## src/rtl/clock_pkg.sv

```systemverilog
// clock_pkg: shared mode encodings, mode-advance helper and default system clock rate
package clock_pkg;
  typedef enum logic [2:0] {
    MODE_RUN   = 3'd0,
    MODE_SEC   = 3'd1,
    MODE_MIN   = 3'd2,
    MODE_HOUR  = 3'd3,
    MODE_MONTH = 3'd4,
    MODE_DAY   = 3'd5,
    MODE_YEAR  = 3'd6
  } mode_t;
  localparam int CLK_HZ_DEF = 1000;
  function automatic mode_t mode_next(input mode_t m);
    return (m == MODE_YEAR) ? MODE_RUN : mode_t'(m + 3'd1);
  endfunction
endpackage

```

## src/rtl/time_set_controller_if.sv

```systemverilog
// time_set_controller_if: raw buttons in, 1 Hz clock, edit mode and step requests out
interface time_set_controller_if;
  import clock_pkg::*;
  logic btn_mode_raw, btn_up_raw, btn_down_raw;
  logic clk_1Hz, btn_up, btn_down;
  mode_t mode;
  modport master (output btn_mode_raw, btn_up_raw, btn_down_raw, input clk_1Hz, mode, btn_up, btn_down);
  modport slave (input btn_mode_raw, btn_up_raw, btn_down_raw, output clk_1Hz, mode, btn_up, btn_down);
endinterface

```

## src/rtl/btn_debounce.sv

```systemverilog
// btn_debounce: 2-flop synchroniser plus stable-count debouncer, one-cycle press on debounced 1->0
module btn_debounce #(
  parameter int DEB_CYC = 20
) (
  input  logic clk,
  input  logic rst,
  input  logic raw,
  output logic press
);
  localparam int CW = $clog2(DEB_CYC + 1);
  logic s1, s2, level, flip;
  logic [CW-1:0] cnt;
  assign flip = (s2 != level) && (cnt == CW'(DEB_CYC - 1));
  always_ff @(posedge clk or posedge rst)
    if (rst) begin
      s1 <= 1'b1;
      s2 <= 1'b1;
      level <= 1'b1;
      cnt <= '0;
      press <= 1'b0;
    end else begin
      s1 <= raw;
      s2 <= s1;
      cnt <= (s2 == level || flip) ? '0 : cnt + 1'b1;
      level <= flip ? s2 : level;
      press <= flip && !s2;
    end
endmodule

```

## src/rtl/time_set_controller.sv

```systemverilog
// time_set_controller: 1 Hz divider, button debounce, edit-mode FSM and step-request timing
module time_set_controller import clock_pkg::*; #(
  parameter int CLK_HZ  = CLK_HZ_DEF,
  parameter int DEB_CYC = 20,
  parameter int IDLE_S  = 30
) (
  input logic clk,
  input logic rst,
  time_set_controller_if.slave bus
);
  localparam int DW = $clog2(CLK_HZ);
  localparam int IW = $clog2(IDLE_S + 1);
  localparam logic [DW-1:0] HALF = DW'(CLK_HZ / 2);
  localparam logic [DW-1:0] QTR  = DW'(CLK_HZ / 4);
  localparam logic [DW-1:0] TOP  = DW'(CLK_HZ - 1);
  logic [DW-1:0] div, div_n;
  logic [IW-1:0] idle, idle_n;
  mode_t mode, mode_n;
  logic pend_up, pend_dn, pu_raw, pd_raw, pu_n, pd_n, mode_def, mode_def_n;
  logic m_ev, u_ev, d_ev, e, win, go, tmo, step_ok, lo_n;
  logic clk_1hz_q, up_q, dn_q;
  btn_debounce #(.DEB_CYC(DEB_CYC)) u_mode (.clk, .rst, .raw(bus.btn_mode_raw), .press(m_ev));
  btn_debounce #(.DEB_CYC(DEB_CYC)) u_up   (.clk, .rst, .raw(bus.btn_up_raw),   .press(u_ev));
  btn_debounce #(.DEB_CYC(DEB_CYC)) u_down (.clk, .rst, .raw(bus.btn_down_raw), .press(d_ev));
  // e marks the cycle whose closing edge raises clk_1Hz; win is the quarter period before it
  always_comb begin
    div_n = (div == TOP) ? '0 : div + 1'b1;
    e = div == HALF - 1'b1;
    win = div >= QTR && div < HALF;
    lo_n = div_n >= QTR && div_n < HALF;
    go = (m_ev || mode_def) && !win;
    mode_def_n = (m_ev || mode_def) && win;
    tmo = e && mode != MODE_RUN && idle == IW'(IDLE_S - 1);
    mode_n = tmo ? MODE_RUN : go ? mode_next(mode) : mode;
    step_ok = mode != MODE_RUN && !m_ev;
    pu_raw = ((pend_up && !e) || (u_ev && step_ok)) && !go && !tmo;
    pd_raw = ((pend_dn && !e) || (d_ev && step_ok)) && !go && !tmo;
    pu_n = pu_raw && !pd_raw;
    pd_n = pd_raw && !pu_raw;
    idle_n = (m_ev || u_ev || d_ev || mode == MODE_RUN || tmo) ? '0 : e ? idle + 1'b1 : idle;
  end
  always_ff @(posedge clk or posedge rst)
    if (rst) begin
      div <= '0;
      idle <= '0;
      mode <= MODE_RUN;
      mode_def <= 1'b0;
      pend_up <= 1'b0;
      pend_dn <= 1'b0;
      clk_1hz_q <= 1'b0;
      up_q <= 1'b1;
      dn_q <= 1'b1;
    end else begin
      div <= div_n;
      idle <= idle_n;
      mode <= mode_n;
      mode_def <= mode_def_n;
      pend_up <= pu_n;
      pend_dn <= pd_n;
      clk_1hz_q <= div_n >= HALF;
      up_q <= !(pu_n && lo_n);
      dn_q <= !(pd_n && lo_n);
    end
  assign bus.clk_1Hz = clk_1hz_q;
  assign bus.mode = mode;
  assign bus.btn_up = up_q;
  assign bus.btn_down = dn_q;
endmodule

```

## src/flat_wrapper.sv

```systemverilog
// flat-port wrapper written by rule: the top's interface ports become plain ports
module time_set_controller_flat import clock_pkg::*;
#(
  parameter int CLK_HZ  = CLK_HZ_DEF,
  parameter int DEB_CYC = 20,
  parameter int IDLE_S  = 30
)
  (clk, rst, bus_btn_mode_raw, bus_btn_up_raw, bus_btn_down_raw, bus_clk_1Hz, bus_mode, bus_btn_up, bus_btn_down);
  time_set_controller_if bus_i ();
  input logic clk;
  input logic rst;
  input wire logic [$bits(bus_i.btn_mode_raw)-1:0] bus_btn_mode_raw;
  input wire logic [$bits(bus_i.btn_up_raw)-1:0] bus_btn_up_raw;
  input wire logic [$bits(bus_i.btn_down_raw)-1:0] bus_btn_down_raw;
  output wire logic [$bits(bus_i.clk_1Hz)-1:0] bus_clk_1Hz;
  output wire logic [$bits(bus_i.mode)-1:0] bus_mode;
  output wire logic [$bits(bus_i.btn_up)-1:0] bus_btn_up;
  output wire logic [$bits(bus_i.btn_down)-1:0] bus_btn_down;
  assign bus_i.btn_mode_raw = bus_btn_mode_raw;
  assign bus_i.btn_up_raw = bus_btn_up_raw;
  assign bus_i.btn_down_raw = bus_btn_down_raw;
  assign bus_clk_1Hz = bus_i.clk_1Hz;
  assign bus_mode = bus_i.mode;
  assign bus_btn_up = bus_i.btn_up;
  assign bus_btn_down = bus_i.btn_down;
  time_set_controller #(.CLK_HZ(CLK_HZ), .DEB_CYC(DEB_CYC), .IDLE_S(IDLE_S)) u_core (.clk(clk), .rst(rst), .bus(bus_i));
endmodule
```

## config.mk

```make
export PLATFORM = sky130hd
export DESIGN_NAME = time_set_controller_flat
export DESIGN_NICKNAME = d
export VERILOG_FILES = /design/src/rtl/clock_pkg.sv /design/src/rtl/time_set_controller_if.sv /design/src/rtl/btn_debounce.sv /design/src/rtl/time_set_controller.sv /design/src/flat_wrapper.sv
export SDC_FILE = /design/constraint.sdc
export NUM_CORES = 1
export LEC_CHECK = 0
export CAP_MARGIN = 10
export CORE_UTILIZATION = 44
export DETAILED_ROUTE_END_ITERATION = 6
export RECOVER_POWER = 100
export SLEW_MARGIN = 10
export SYNTH_ARGS = -nofsm -noshare
export SYNTH_HDL_FRONTEND = slang
export SYNTH_SLANG_ARGS = --single-unit
```

## constraint.sdc

```tcl
create_clock -name clk -period 1.9 [get_ports clk]
set_input_delay 0.19 -clock clk [delete_from_list [all_inputs] [get_ports clk]]
set_output_delay 0.19 -clock clk [all_outputs]
set_load 0.01 [all_outputs]
```

; ---- Word-level counts from Yosys, hierarchy flattened
; Index checks and enable logic that the tools add are counted.
[classes]
n_addsub = 6
n_reduce_logical = 51
eq_ne = 13
mux = 9
n_lt_le_gt_ge = 5
[ops]
columns = op, count
row1 = logical AND 1 bit, 25
row2 = 2-to-1 mux 5 bit, 5
row3 = "adder 5 x 1 -> 5 bit, second input constant", 4
row4 = "equality test 5 bit, second input constant", 4
row5 = "greater-or-equal comparator 10 x 8 -> 1 bit, second input constant", 2
row6 = "less-than comparator 10 x 9 -> 1 bit, second input constant", 2
row7 = zero test 1 bit, 12
row8 = "adder 10 x 1 -> 10 bit, second input constant", 1
row9 = "equality test 10 bit, second input constant", 1
row10 = "equality test 10 x 9 -> 1 bit, second input constant", 1
row11 = "greater-or-equal comparator 10 x 9 -> 1 bit, second input constant", 1
row12 = logical OR 1 bit, 10
row13 = 2-to-1 mux 10 bit, 1
row14 = 2-to-1 mux 3 bit, 3
row15 = nonzero test 2 bit, 2
row16 = "adder 3 x 1 -> 3 bit, second input constant", 1
row17 = equality test 1 bit, 3
row18 = "equality test 3 bit, second input constant", 1
row19 = zero test 3 bit, 1
row20 = inequality test 1 bit, 3
row21 = nonzero test 3 bit, 1
[word_totals]
in_bits = 5
ff_bits = 51

; ---- Depth between registers and ports, before layout
[depth]
word_depth = 11
depth_mapped = 8

; ---- Cells and area by module
; A second synthesis with hierarchy kept.
[hier_totals]
cells_unflattened = 226
hier_area_um2 = 2586.2
[modules_own_cells]
columns = module, area_per_inst_um2, instances, cells_per_inst, seq_area_each_um2
row1 = time_set_controller, 1486.4, 1, 148, 603.1
row2 = btn_debounce, 366.6, 3, 26, 229.0

; ---- Least setup slack after synthesis
; No wires, ideal clock.
[synth_timing]
path_type = register -> register
startpoint = register u_core.div[0]
endpoint = register u_core.dn_q, in the netlist u_core.bus.btn_down
setup_time_ps = 89
path_buffers = 0
required_time_ps = 1811
synth_period_minus_slack_ps = 2042
arrival_time_ps = 1954
path_stages_with_launch = 7
slack_ps = -142
path_cell_list = dfrtp_1 -> ha_1 -> and3_1 -> xnor2_1 -> or4b_1 -> o31ai_1 -> nand3b_1
[synth_between]
elab_chain_cells = 11
elab_cells_between_ends = 29
classes_between = 1 x add/sub / 4 x order compare / 2 x eq/ne / 1 x mux / 21 x reduce/logical
[synth_lines]
columns = element, line
row1 = "start, declared", time_set_controller.sv:16  ; logic [DW-1:0] div, div_n;
row2 = "start signal, assigned", time_set_controller.sv:54  ; div <= div_n;
row3 = branches (longest 9 deep; another with adder 10 x 1 -> 10 bit), n/a
row4 = logical AND 1 bit *, time_set_controller.sv:62  ; dn_q <= !(pd_n && lo_n);
row5 = zero test 1 bit *, time_set_controller.sv:62
row6 = "end signal, assigned", time_set_controller.sv:62
row7 = "end, declared", time_set_controller.sv:21  ; logic clk_1hz_q, up_q, dn_q;
; Every way passes the cells marked *.
; A chain may end at the register's enable or synchronous reset.

; ---- Final worst setup path
; Ends and elaborated chain as after synthesis.

==> metrics <==
CTS Buf Count=5; design area=3033 sq um; cell count after synthesis=about 220; crit path max fanout=6; area of the multi-input gates=1150 sq um; clk_skew=0.002830 ns; CTS tree=built; syn_area_per_cell=around 11 sq um; Post-synth ARST share=100.0%; Die Wd=75.91 microns; via count=1715; Detail Route Antenna Nets=0; Required @ worst endpoint=about 2.1 ns; status=finished clean; Worst Max-Slew Pin Slew=0.7984 ns; top-level port count=11; Final Max Tran Viols=0; antenna violations before repair=0; first-pass GRT wire length=7638 microns; total iterations of the first detailed-routing run=4; routability cong.=between 0.7 and 0.8; worst min-delay path class=reg2reg; FILL cells=418; Die H=75.91 microns; Final Setup Violations=0; Setup crit start kind=flip-flop; Mapped Area=2404 sq um; EDFF count, synth=0; clock sinks=approximately 50; CP max-delay cell=or4b_4; Tcrit/Tclk final=a little under 100%; Via density=5.166; maximum clock frequency=0.5307 GHz; cell area power density=between 600 and 700 nW/um^2; final hold slack=0.3589 ns; crit-path cells=ha_4, and3_4, xnor2_4, or4b_4, o31ai_4, nand3b_1; largest net degree at the start of global routing=38; area grow syn2layout=26.18%; diode count=0; row cnt=26; Max-cap violations=0; placed instance area=approximately 2800 sq um; Leak=1.314 nW; vias in the first global route=1687; met2 WL post-DR=2095 microns; Root Driver=clkbuf_8; NumNets Final=between 200 and 300; clock latency at the later pin of the worst-skew pair=0.30 ns; post-route setup TNS=0 ns; Die Area=5762 sq um; crit path time final=between 1.5 and 2 ns; top layer in use=met4; Seq/Total Area, Yosys=53.67%; ys flop type=dfrtp_1; Iter 0 DRT Violations=78; GRT Resource Usage Total=16.69%; GRT overflow=0; share of cells above drive strength 1=approximately 32%; DRT met1 WL=2016 microns; RSZ-0062 raised after global routing=true; crit path buf inv count=0; H-tree depth=2; clock buffer depth=2; Detailed Route WL=around 4300 microns; routed len/inst=12.91 microns; syn nets=~230; storage element area=~1300 sq um; delay-heaviest family, CP=simple AND/OR/NAND/NOR gates; synth unique cells=47; IO Port Bufs=10; DP HPWL=3097 microns; DR DRC count=0; maximum VDD drop=0.3644 mV; area of the core=between 5000 and 6000 sq um; Crit Path Category=reg2reg; CP peak stage delay=0.53 ns; Yosys warnings=0; DR WL met3=a little over 100 microns; starting density of the core=a little under half; CP arrival=2.12 ns; Clock Pin Slew Worst Setup and Hold Paths=roughly 0.090 ns; Fin. Hold Viols=0; Worst Setup End Kind=flip-flop; flops & latches, synth=51; Worst slew margin=46.77%; hold_buf cts=0
## sequential cells by signal (all words and copies together) (netlist names)
| signal | cells |
|---|---|
| u_core.bus.btn_up | 1 |
| u_core.div | 10 |
| u_core.mode_def | 1 |
| u_core.u_mode.level | 1 |
| u_core.bus.clk_1Hz | 1 |
| u_core.u_mode.cnt | 5 |
| u_core.u_down.press | 1 |
| u_core.pend_up | 1 |
| u_core.u_up.level | 1 |
| u_core.u_down.cnt | 5 |
| u_core.idle | 5 |
| u_core.u_mode.s1 | 1 |
| u_core.u_down.s2 | 1 |
| u_core.u_up.s1 | 1 |
| u_core.u_up.cnt | 5 |
| u_core.u_up.s2 | 1 |
| u_core.u_down.s1 | 1 |
| u_core.u_mode.press | 1 |
| u_core.bus.mode | 3 |
| u_core.pend_dn | 1 |
| u_core.u_down.level | 1 |
| u_core.bus.btn_down | 1 |
| u_core.u_up.press | 1 |
| u_core.u_mode.s2 | 1 |
## cell usage after synthesis (2+ instances only)
cell type,number,share of area [%]
a21o_1,2,0.62
a21oi_1,6,1.2
a22oi_1,2,0.62
a311oi_1,2,0.73
and3_1,5,1.3
buf_2,5,1.0
dfrtp_1,40,42
dfstp_2,11,12
ha_1,7,3.6
inv_1,5,0.78
mux2_2,3,1.4
nand2_1,12,1.9
nand3_1,13,2.7
nand3b_1,2,0.62
nand4_1,6,1.6
nor2_1,29,4.5
nor3_1,3,0.62
nor3b_1,4,1.2
nor3b_2,2,1.0
nor4_1,3,0.78
nor4b_1,2,0.73
o211ai_1,2,0.62
o21a_1,2,0.62
o21ai_0,2,0.42
or2_2,2,0.52
or2_4,2,0.73
or4b_1,2,0.83
xnor2_1,5,1.8
xor2_1,16,5.8
## worst reg2reg max path: stages (launching register included)
cell and delay (ns):
dfrtp_2 0.45, ha_4 0.20, and3_4 0.18, xnor2_4 0.13
or4b_4 0.53, o31ai_4 0.23, nand3b_1 0.10
## stage by stage
step	instances	total power [mW]	worst slack (ns)	utilization (%)
after floorplan	215	1.190	0.02434	-
after global placement	320	1.218	-0.05695	54.62
after detailed placement	320	1.218	-0.06654	54.62
after global routing	332	2.027	-0.05163	58.64
final	332	1.930	0.01570	58.64
after CTS	330	1.967	0.0001994	57.40
## cells by family (layout without fill, tap and decap cells)
group | after synthesis | after routing | synth area share [%]
buffers and inverters | 12 | 59 | 2.603
adders and majority gates | 7 | 7 | 3.644
xor gates and xnor gates | 21 | 21 | 7.652
and+or+nand+nor | 95 | 95 | 22.54
DFF | 51 | 51 | 53.67
AOI/OAI and AO/OA | 25 | 25 | 8.068
muxes | 4 | 4 | 1.822
## area by class of cell
class	count	share of cell area, %
tap	70	2.888
timing repair buffer	46	12.25
sequential	51	42.70
inverter	5	0.6188
multi-input combinational	152	37.91
clock inverter	2	1.238
clock buffer	6	2.393
## power breakdown
| part | internal, mW | switching (mW) | total [mW] |
|---|---|---|---|
| clock | 0.393 | 0.348 | 0.741 |
| combinational | 0.0233 | 0.0375 | 0.0608 |
| sequential | 1.11 | 0.0159 | 1.13 |
| total | 1.53 | 0.402 | 1.93 |
## placed cells by master, fill, tap and decap left out, types with 6 or more instances in the layout
| master | count |
|---|---|
| nor2_1 | 29 |
| ha_1 | 6 |
| buf_4 | 34 |
| nand3_1 | 13 |
| nand4_1 | 6 |
| clkdlybuf4s50_1 | 6 |
| dfstp_2 | 11 |
| dfrtp_1 | 36 |
| xor2_1 | 16 |
| nand2_1 | 11 |
## timing repair
action / in CTS / in global routing
endpoints found under the hold margin: 0 / 0
pin swaps: 1 / 7
buffers inserted: 2 / 2
gates cloned: 0 / 0
gates resized for setup: 5 / 10
endpoints found under the setup margin: 2 / 4
## per-layer routing
| layer | GRT usage, % | vias to the layer above |
|---|---|---|
| met2 | 26.91 | 17 |
| met3 | 4.458 | 8 |
| met4 | 5.577 | 0 |
| met1 | 21.82 | 839 |
| li1 | - | 851 |
| met5 | 0 | - |
## path summary, 6_finish.rpt
check	startpoint	end	slack, ns	depth (start not counted)
worst min register to register	u_core.u_mode.s1	u_core.u_mode.s2	0.36	0
worst max-delay path	u_core.div[0]	u_core.bus.btn_down	0.02	6
min in group asynchronous	rst	u_core.bus.clk_1Hz	0.37	2
worst max register to register	u_core.div[0]	u_core.bus.btn_down	0.02	6
worst min-delay path	u_core.u_mode.s1	u_core.u_mode.s2	0.36	0
max in group asynchronous	rst	u_core.bus.mode[2]	0.35	3
No activity file was read; power rests on OpenSTA's default activity.
